File: config.mk
export PLATFORM = sky130hd
export DESIGN_NAME = conv_sequencer
export DESIGN_NICKNAME = d
export VERILOG_FILES = /design/src/rtl/conv_sequencer.sv
export SDC_FILE = /design/constraint.sdc
export NUM_CORES = 1
export LEC_CHECK = 0
export CORE_MARGIN = 3
export CORE_UTILIZATION = 52
export CTS_BUF_LIST = sky130_fd_sc_hd__clkbuf_4 sky130_fd_sc_hd__clkbuf_8
export CTS_CLUSTER_DIAMETER = 200
export CTS_CLUSTER_SIZE = 14
export DETAILED_ROUTE_END_ITERATION = 8
export PLACE_DENSITY_LB_ADDON = 0.2
export REMOVE_ABC_BUFFERS = 1
export SKIP_CTS_REPAIR_TIMING = 1
export SYNTH_ARGS = -nofsm -noshare
export SYNTH_HDL_FRONTEND = slang
export SYNTH_SLANG_ARGS = --single-unit
export TNS_END_PERCENT = 1
File: constraint.sdc
create_clock -name Phi1 -period 1.4 [get_ports Phi1]
set_input_delay 0.28 -clock Phi1 [delete_from_list [all_inputs] [get_ports Phi1]]
set_output_delay 0.28 -clock Phi1 [all_outputs]
set_load 0.005 [all_outputs]
File: src/rtl/conv_sequencer.sv
// conv_sequencer: control FSM for a convolution datapath built from ring counters.
// Each start clears the ring counters, then for NUM_ROWS rows writes 9 words per row;
// each word takes 24 kernel/pixel stepping cycles followed by one memory write cycle.
// Optional feature macro SEQ_STALL_EN: when defined, RUN only progresses in cycles
// with pix_valid_s1 high; when undefined, pix_valid_s1 is ignored.
module conv_sequencer #(
    parameter int NUM_ROWS = 4
) (
    input  logic Phi1,
    input  logic Reset_s1,
    input  logic start_s1,
    input  logic pix_valid_s1,
    output logic step_c3_s1,
    output logic step_c8_s1,
    output logic step_c9_s1,
    output logic step_p3_s1,
    output logic ctr_reset_s1,
    output logic mem_we_s1,
    output logic busy_s1,
    output logic done_s1
);

    localparam logic [7:0] LAST_ROW = 8'(NUM_ROWS - 1);

    typedef enum logic [2:0] {
        S_IDLE,
        S_CLR,
        S_RUN,
        S_WRITE,
        S_DONE
    } state_t;

    state_t     state;
    state_t     state_nxt;
    logic [1:0] kcnt;
    logic [1:0] kcnt_nxt;
    logic [2:0] pcnt;
    logic [2:0] pcnt_nxt;
    logic [3:0] wcnt;
    logic [3:0] wcnt_nxt;
    logic [7:0] rcnt;
    logic [7:0] rcnt_nxt;
    logic       progress;

`ifdef SEQ_STALL_EN
    assign progress = pix_valid_s1;
`else
    logic unused_pix_valid;
    assign unused_pix_valid = pix_valid_s1;
    assign progress         = 1'b1;
`endif

    // State and counter registers; reset returns to IDLE with all counters cleared.
    always_ff @(posedge Phi1) begin
        if (Reset_s1) begin
            state <= S_IDLE;
            kcnt  <= 2'd0;
            pcnt  <= 3'd0;
            wcnt  <= 4'd0;
            rcnt  <= 8'd0;
        end else begin
            state <= state_nxt;
            kcnt  <= kcnt_nxt;
            pcnt  <= pcnt_nxt;
            wcnt  <= wcnt_nxt;
            rcnt  <= rcnt_nxt;
        end
    end

    // Next-state, counter updates and strobe decode from the current state and counters.
    always_comb begin
        state_nxt    = state;
        kcnt_nxt     = kcnt;
        pcnt_nxt     = pcnt;
        wcnt_nxt     = wcnt;
        rcnt_nxt     = rcnt;
        step_c3_s1   = 1'b0;
        step_c8_s1   = 1'b0;
        step_c9_s1   = 1'b0;
        step_p3_s1   = 1'b0;
        ctr_reset_s1 = 1'b0;
        mem_we_s1    = 1'b0;
        done_s1      = 1'b0;
        busy_s1      = (state != S_IDLE);

        case (state)
            S_IDLE: begin
                if (start_s1) begin
                    state_nxt = S_CLR;
                end
            end

            S_CLR: begin
                ctr_reset_s1 = 1'b1;
                kcnt_nxt     = 2'd0;
                pcnt_nxt     = 3'd0;
                wcnt_nxt     = 4'd0;
                rcnt_nxt     = 8'd0;
                state_nxt    = S_RUN;
            end

            S_RUN: begin
                if (progress) begin
                    step_c3_s1 = 1'b1;
                    if (kcnt == 2'd2) begin
                        kcnt_nxt   = 2'd0;
                        step_c8_s1 = 1'b1;
                        if (pcnt == 3'd7) begin
                            pcnt_nxt  = 3'd0;
                            state_nxt = S_WRITE;
                        end else begin
                            pcnt_nxt = pcnt + 3'd1;
                        end
                    end else begin
                        kcnt_nxt = kcnt + 2'd1;
                    end
                end
            end

            S_WRITE: begin
                mem_we_s1  = 1'b1;
                step_c9_s1 = 1'b1;
                if (wcnt == 4'd8) begin
                    wcnt_nxt   = 4'd0;
                    step_p3_s1 = 1'b1;
                    if (rcnt == LAST_ROW) begin
                        state_nxt = S_DONE;
                    end else begin
                        rcnt_nxt  = rcnt + 8'd1;
                        state_nxt = S_RUN;
                    end
                end else begin
                    wcnt_nxt  = wcnt + 4'd1;
                    state_nxt = S_RUN;
                end
            end

            S_DONE: begin
                done_s1   = 1'b1;
                state_nxt = S_IDLE;
            end

            default: begin
                state_nxt = S_IDLE;
            end
        endcase
    end

endmodule

* Word-level counts from Yosys, hierarchy flattened
Cells that the tools add are included.
** Operators by class
- Reductions and logical operators :: 7
- Muxes and demuxes :: 24
- Equal/unequal tests :: 13
- Add/sub/neg operators :: 4
** Operators by type and width (number)
- $mux 3 :: 7
- $mux 8 :: 2
- $pmux 8 s2 :: 1
- $pmux 3 s4 :: 1
- $ne 2x2->1 const B :: 5
- $add 8x1->8 const B :: 1
- $eq 8x2->1 const B :: 1
- $mux 1 :: 8
- $pmux 4 s2 :: 1
- $eq 3x2->1 const B :: 2
- $eq 3x3->1 const B :: 2
- $pmux 3 s2 :: 1
- $reduce_and 3->1 :: 2
- $add 4x1->4 const B :: 1
- $eq 4x4->1 const B :: 1
- $mux 4 :: 1
- $pmux 2 s2 :: 1
- $reduce_bool 2->1 :: 2
- $add 3x1->3 const B :: 1
- $eq 3x1->1 const B :: 1
- $logic_not 3->1 :: 1
- $reduce_bool 3->1 :: 1
- $add 2x1->2 const B :: 1
- $eq 2x2->1 const B :: 1
- 2 further kinds :: 2
** Word-level totals
- Word-level logic and storage cells :: 53
- Input bits :: 4
- Bits in registers :: 20
- Output and inout bits :: 8

* Longest topological paths before layout
Gate-level depths: netlist of run 1.
- Depth in word-level cells :: 4
- Gate-level depth with buffers :: 7

* Worst setup path before layout of run 1
OpenSTA, ideal clock, no wires.
- Kind :: flip-flop to output port
- From :: register state[1]
- To :: output step_c8_s1
- Slack :: -71 ps
- Arrival :: 1191 ps
- Buffers on the path :: 1
- Required time :: 1120 ps
- Stages on the path, launching flop included :: 5
- Cells stage by stage :: dfxtp_1 -> buf_2 -> or3b_2 -> inv_1 -> and3_1
** On the way
- Longest elaborated chain between the ends :: 2
** RTL lines
- from (decl) :: RTL line 33 : state_t state;
- from (signal assigned) :: RTL line 62 : state <= state_nxt;
- $eq 3x2->1 :: RTL line 86 : case (state)
- $mux 1 :: RTL line 86
- to (decl) :: RTL line 14 : output logic step_c8_s1,
Every way passes these cells.

* Worst setup path after layout of run 1
- From :: register state[2]
- To :: output step_p3_s1
** On the way
- Longest elaborated chain between the ends :: 2
** RTL lines
- $eq 3x2->1 :: RTL line 86
- $mux 1 :: RTL line 86
- to (decl) :: RTL line 16 : output logic step_p3_s1,
Every way passes these cells.

==> results of run 1 <==
==> path summary, 6_finish.rpt <==
path / from / endpoint / cells past startpoint
setup / recovery: state[2]$_SDFFE_PP0P_ / step_p3_s1 / 5
hold / removal: pcnt[2]$_SDFFE_PP0P_ / pcnt[2]$_SDFFE_PP0P_ / 2
setup reg to reg: state[2]$_SDFFE_PP0P_ / rcnt[2]$_SDFFE_PP0P_ / 6
hold reg to reg: pcnt[2]$_SDFFE_PP0P_ / pcnt[2]$_SDFFE_PP0P_ / 2
==> layer usage <==
metal | vias up | track usage, %
met1 | 566 | 26.7
li1 | 553 | -
met2 | 31 | 35.7
met4 | 0 | 7.66
met3 | 6 | 5.92
met5 | - | 0
==> state kept, by name (all words and copies together), names as in the netlist <==
name / flops
kcnt: 2
rcnt: 8
wcnt: 4
state: 3
pcnt: 3
==> power by group through the flow <==
stage	sequential, mW	clock, mW	combinational (mW)
6_report	0.598	0.484	0.327
5_1_grt	0.598	0.516	0.352
2_1_floorplan	0.627	0	0.100
4_1_cts	0.591	0.491	0.267
3_3_place_gp	0.602	0	0.259
3_5_place_dp	0.604	0	0.265
==> synthesized netlist by cell type, types with 2 or more instances <==
cell	instances
nor2_1	12
dfxtp_1	20
nand2_1	4
a211oi_1	2
nand4b_1	2
o21ai_0	5
nand3_1	7
o311ai_1	2
ha_1	5
nor3_1	4
a21oi_1	13
or2_2	2
buf_2	3
or4_1	3
inv_1	8
nand3b_1	2
xnor2_1	4
nand3b_4	2
clkbuf_1	2
nand2b_1	6
==> tightest hold or removal path, cell delays in order (launching register included) <==
cell and delay (ns):
dfxtp_1 0.34, nand2b_1 0.07, a21oi_1 0.05
==> layout make-up <==
| type | count | area, um2 |
|---|---|---|
| Clock inverter | 1 | 30.0 |
| Fill cell | 138 | 437 |
| Clock buffer | 3 | 22.5 |
| Timing Repair Buffer | 42 | 349 |
| Tap cell | 27 | 33.8 |
| Sequential cell | 20 | 404 |
| Multi-Input combinational cell | 96 | 736 |
| Inverter | 8 | 30.0 |
==> cell families after synthesis <==
family	after synthesis
muxes	1
xor gates and xnor gates	4
AOI/OAI and AO/OA	30
adders and majority gates	5
DFF	20
and+or+nand+nor	56
buffers and inverters	16
==> stage by stage <==
step | util, % | power, mW | cells | hold WS [ns]
after floorplan | - | 0.727 | 124 | 0.349
after global placement | 70.0 | 0.862 | 186 | 0.458
after detailed placement | 70.0 | 0.868 | 186 | 0.481
after CTS | 72.5 | 1.35 | 190 | 0.499
after global routing | 78.6 | 1.47 | 197 | 0.523
final | 78.6 | 1.41 | 197 | 0.502
==> results.yml, run 1 <==
status:
  status: "finished, violations left"
  violations: "negative setup slack"
yosys:
  synth-simple-area-share_pct: 31.2
  syn_inst: 132
  synth_mux_area_share_pct: 0.866
  synth_xor_area_share_pct: 3.03
  postSynth.asyncResetShare_pct: 0
  synth_edf_count: 0
  synth_cell_types: 44
  synth_flop_cell: "dfxtp_1"
  synth_area_um2: 1160
  synth_compound_area_share_pct: 17.0
  synth_top_family_by_area: "simple AND/OR/NAND/NOR gates"
  yosysTopAreaCell: "dfxtp_1"
  synth_top_area_share_pct: 34.6
  synthAdderAreaFrac_pct: 5.41
  syn_avg_cell_area_um2: 8.76
  yosysWarnings: 0
  ys_seq_area_share_pct: 34.6
  ys_ff_latch: 20
  synth.area.top_cells: "dfxtp_1, a21oi_1, ha_1, nor2_1, nand3b_4"
global_route:
  grt_overflow: 0
  grt_usage_pct: 21.7
  grt_max_degree: 18
  grt_antenna_before_repair: 0
  grt_pass1_wl_mm: 4.53
  grt_pass1_vias: 1040
setup_path:
  slowest_delay_ns: 0.35
  endpoint_kind: "output pin"
  crit_chain: "buf_6 > nand3b_1 > buf_4 > nor2_4 > clkbuf_2"
  cp.arrival_ns: 1.46
  crit_buf_inv: 3
  path_max_fanout: 9
  cp_top_family: "buffers and inverters"
  start_kind: "register"
  slowest_stage: "dfxtp_2"
  required_ns: 1.12
  reg2reg_slack_ns: -0.33
  path_class: "reg2out"
power:
  peakVddDrop_mv: 1.32
  powerDensity_nw_per_um2: 877
  power_frac_seq_pct: 42.4
  pwr-share-comb_pct: 23.2
  cellLeakagePower_nw: 0.650
  intPower_mw: 1.04
  switchingPower_mw: 0.366
  power_frac_clock_pct: 34.4
  switching_share_pct: 26.0
sta:
  final_hold_viol_count: 0
  tightest_slew_ns: 0.342
  fin_ws_ns: -0.337
  max_freq_mhz: 576
  skew_ns: 0.0161
  finalSetupTns_ns: -3.31
  maxSlewHeadroom_pct: 76.9
  maxSlewViolCount: 0
  rsz0062_at_grt: "true"
  min_period_over_period_pct: 124
  period_needed_ns: 1.74
  finalSetupViolations: 19
routing:
  drtPass1Iterations: 4
  initialDrtViolationCount: 21
  wl_met1_mm: 1.30
  wl_met2_mm: 1.52
  num_vias: 1156
  detail-route-antenna-nets: 0
  drc: 0
  drt-total-wl_mm: 2.99
  top_layer_used: "met4"
  routed_via_density: 5.87
  routedWlPerCell_um: 15.2
  met3_length_um: 135
floorplanning:
  die_h_um: 53.2
  initial_utilization_pct: 56.6
  rows: 16
  pin_count: 12
  die_width_um: 53.2
  core_um2: 2040
  dieArea_um2: 2820
placed_design:
  dp_slack_ns: -0.382
  gp_congestion: 0.852
  io_buffers: 10
  hpwl_mm: 1.83
  place_area_um2: 1430
clock_tree:
  cts_tree: "built"
  htreeDepth: 1
  clock_sinks: 20
  clock_path_buffers: 2
  cts-root-buf: "clkbuf_4"
  clock_latency_ns: 0.32
  cts_buffers: 3
  clk_pin_slew_worst_paths_ns: 0.13
flow_run:
  max_cap_violations: 0
finish:
  fin_area_um2: 1610
  final_cell_mix: "buf_4, dfxtp_1, nor2_1, a21oi_1, nand3_1"
  drive_gt1_share_pct: 42.4
  mostFrequentLayoutCell: "buf_4"
  area_growth_pct: 38.9
  nets: 180
  diodes: 0
worst_hold_path:
  hold_class: "reg2reg"
Note: power is estimated with default switching activity, not from simulation.
==> inputs of run 2 (changes only) <==
--- a/config.mk
+++ b/config.mk
@@ -11,7 +11,7 @@
 export CTS_CLUSTER_DIAMETER = 200
 export CTS_CLUSTER_SIZE = 14
 export DETAILED_ROUTE_END_ITERATION = 8
-export PLACE_DENSITY_LB_ADDON = 0.2
+export PLACE_DENSITY = 0.81
 export REMOVE_ABC_BUFFERS = 1
 export SKIP_CTS_REPAIR_TIMING = 1
 export SYNTH_ARGS = -nofsm -noshare
==> run 2 against run 1 <==
The run still ends with negative setup slack left. Largest cell class unchanged. Flip-flop and latch count did not move. Fmax up 1.3%. Power is 5.5% lower. Via count increased by 10%. Clock-buffer cell count is 1 higher. Largest power group unchanged. Wire length rose by 34%. Die area unchanged. Critical path depth unchanged. First-iteration DRC count rose by 140%.
==> results.yml, run 2 (synthesis results as in run 1) <==
sta:
  maxSlewViolCount: 0
  min_period_over_period_pct: 123
  rsz0062_at_grt: "true"
  tightest_slew_ns: 0.380
  fin_hold_ws_ns: 0.499
  skew_ns: 0.00342
  fin_ws_ns: -0.315
  final_hold_viol_count: 0
  maxSlewHeadroom_pct: 74.3
  max_freq_mhz: 583
  finalSetupTns_ns: -3.23
  period_needed_ns: 1.72
  finalSetupViolations: 20
placed_design:
  io_buffers: 10
  hpwl_mm: 2.01
  gp_congestion: 0.848
  dp_slack_ns: -0.364
  place_area_um2: 1470
routing:
  drtPass1Iterations: 5
  drc: 0
  num_vias: 1275
  drt-total-wl_mm: 4.01
  routedWlPerCell_um: 19.7
  initialDrtViolationCount: 51
  routed_via_density: 6.28
  detail-route-antenna-nets: 0
floorplanning:
  dieArea_um2: 2820
  pin_count: 12
  rows: 16
  die_h_um: 53.2
  core_um2: 2040
  die_width_um: 53.2
  initial_utilization_pct: 56.6
setup_path:
  required_ns: 1.12
  start_kind: "register"
  cp.arrival_ns: 1.44
  path_class: "reg2out"
  endpoint_kind: "output pin"
  crit_buf_inv: 3
  crit_chain: "buf_6 > nand3b_1 > buf_4 > nor2_4 > clkbuf_2"
  slowest_delay_ns: 0.35
  path_max_fanout: 8
  cp_top_family: "buffers and inverters"
  slowest_stage: "dfxtp_2"
power:
  intPower_mw: 0.931
  cellLeakagePower_nw: 0.685
  peakVddDrop_mv: 0.627
  power_frac_seq_pct: 44.9
  switching_share_pct: 30.0
  pwr-share-comb_pct: 28.3
  powerDensity_nw_per_um2: 779
  switchingPower_mw: 0.399
  power_frac_clock_pct: 26.8
finish:
  multi_input_area_um2: 795
  final_cell_mix: "buf_4, dfxtp_1, a21oi_1, nor2_1"
  drive_gt1_share_pct: 48.3
  top_regs: "rcnt (8), wcnt (4)"
  ff_latch_area_um2: 405
  mostFrequentLayoutCell: "buf_4"
  largest_reg_flops: 8
  top_register: "rcnt"
  fin_area_um2: 1710
  diodes: 0
  area_growth_pct: 47.8
  n_fill_cell: 110
  nets: 186
global_route:
  grt_max_degree: 18
  grt_antenna_before_repair: 0
  grt_pass1_vias: 1098
  grt_usage_pct: 22.4
  grt_overflow: 0
  grt_pass1_wl_mm: 4.62
clock_tree:
  clock_sinks: 20
  clock_latency_ns: 0.31
  cts_buffers: 3
  cts-root-buf: "clkbuf_4"
  htreeDepth: 1
  clk_pin_slew_worst_paths_ns: 0.12
  clock_path_buffers: 2
  cts_tree: "built"
status:
  status: "finished, violations left"
  violations: "negative setup slack"
worst_hold_path:
  hold_class: "reg2reg"
flow_run:
  max_cap_violations: 0
## run 2: changes by cell type in the layout (fill, tap and decap cells not counted), sizes merged
cell	before	now
bufinv	1	0
clkbuf	9	10
buf	34	40
## run 2: per-stage QoR
step | power, mW | cells | utilization [%]
6_report | 1.33 | 203 | 83.7
3_3_place_gp | 0.865 | 192 | 72.2
5_1_grt | 1.37 | 203 | 83.7
4_1_cts | 1.21 | 196 | 74.0
2_1_floorplan | 0.727 | 124 | -
3_5_place_dp | 0.876 | 192 | 72.2
## run 2: cell type report
type	instances	share of cell area, %
Clock buffer	4	2.12
Inverter	8	1.76
Multi-Input combinational cell	96	46.5
Sequential cell	20	23.7
Tap cell	27	1.98
Timing Repair Buffer	48	23.9
## run 2: path summary, 6_finish.rpt
check                        startpoint                   end  slack [ns]  cells past startpoint
setup / recovery  state[2]$_SDFFE_PP0P_            step_p3_s1       -0.32                      5
hold / removal     pcnt[2]$_SDFFE_PP0P_  pcnt[2]$_SDFFE_PP0P_        0.50                      2
setup reg to reg  state[2]$_SDFFE_PP0P_  rcnt[0]$_SDFFE_PP0P_       -0.28                      5
hold reg to reg    pcnt[2]$_SDFFE_PP0P_  pcnt[2]$_SDFFE_PP0P_        0.50                      2
## run 2: worst min-delay path, delay by kind of cell (launching register included)
family / cells / cell delay [ns]
DFF: 1 / 0.34
AOI/OAI and AO/OA: 1 / 0.06
and+or+nand+nor: 1 / 0.07
## run 2: power by group through the flow
stage / combinational (mW) / clock [mW] / sequential, mW
4_1_cts: 0.275 / 0.348 / 0.590
3_5_place_dp: 0.273 / 0 / 0.603
5_1_grt: 0.401 / 0.371 / 0.599
2_1_floorplan: 0.100 / 0 / 0.627
3_3_place_gp: 0.263 / 0 / 0.602
6_report: 0.376 / 0.357 / 0.597
## run 2: layer usage
| layer | vias to the layer above | GRT usage, % | share of wire (%) |
|---|---|---|---|
| met1 | 617 | 26.4 | 41 |
| met4 | 0 | 11.9 | 4.4 |
| met3 | 23 | 2.82 | 4.6 |
| li1 | 562 | - | - |
| met2 | 73 | 39.0 | 50 |
| met5 | - | 0 | 0 |
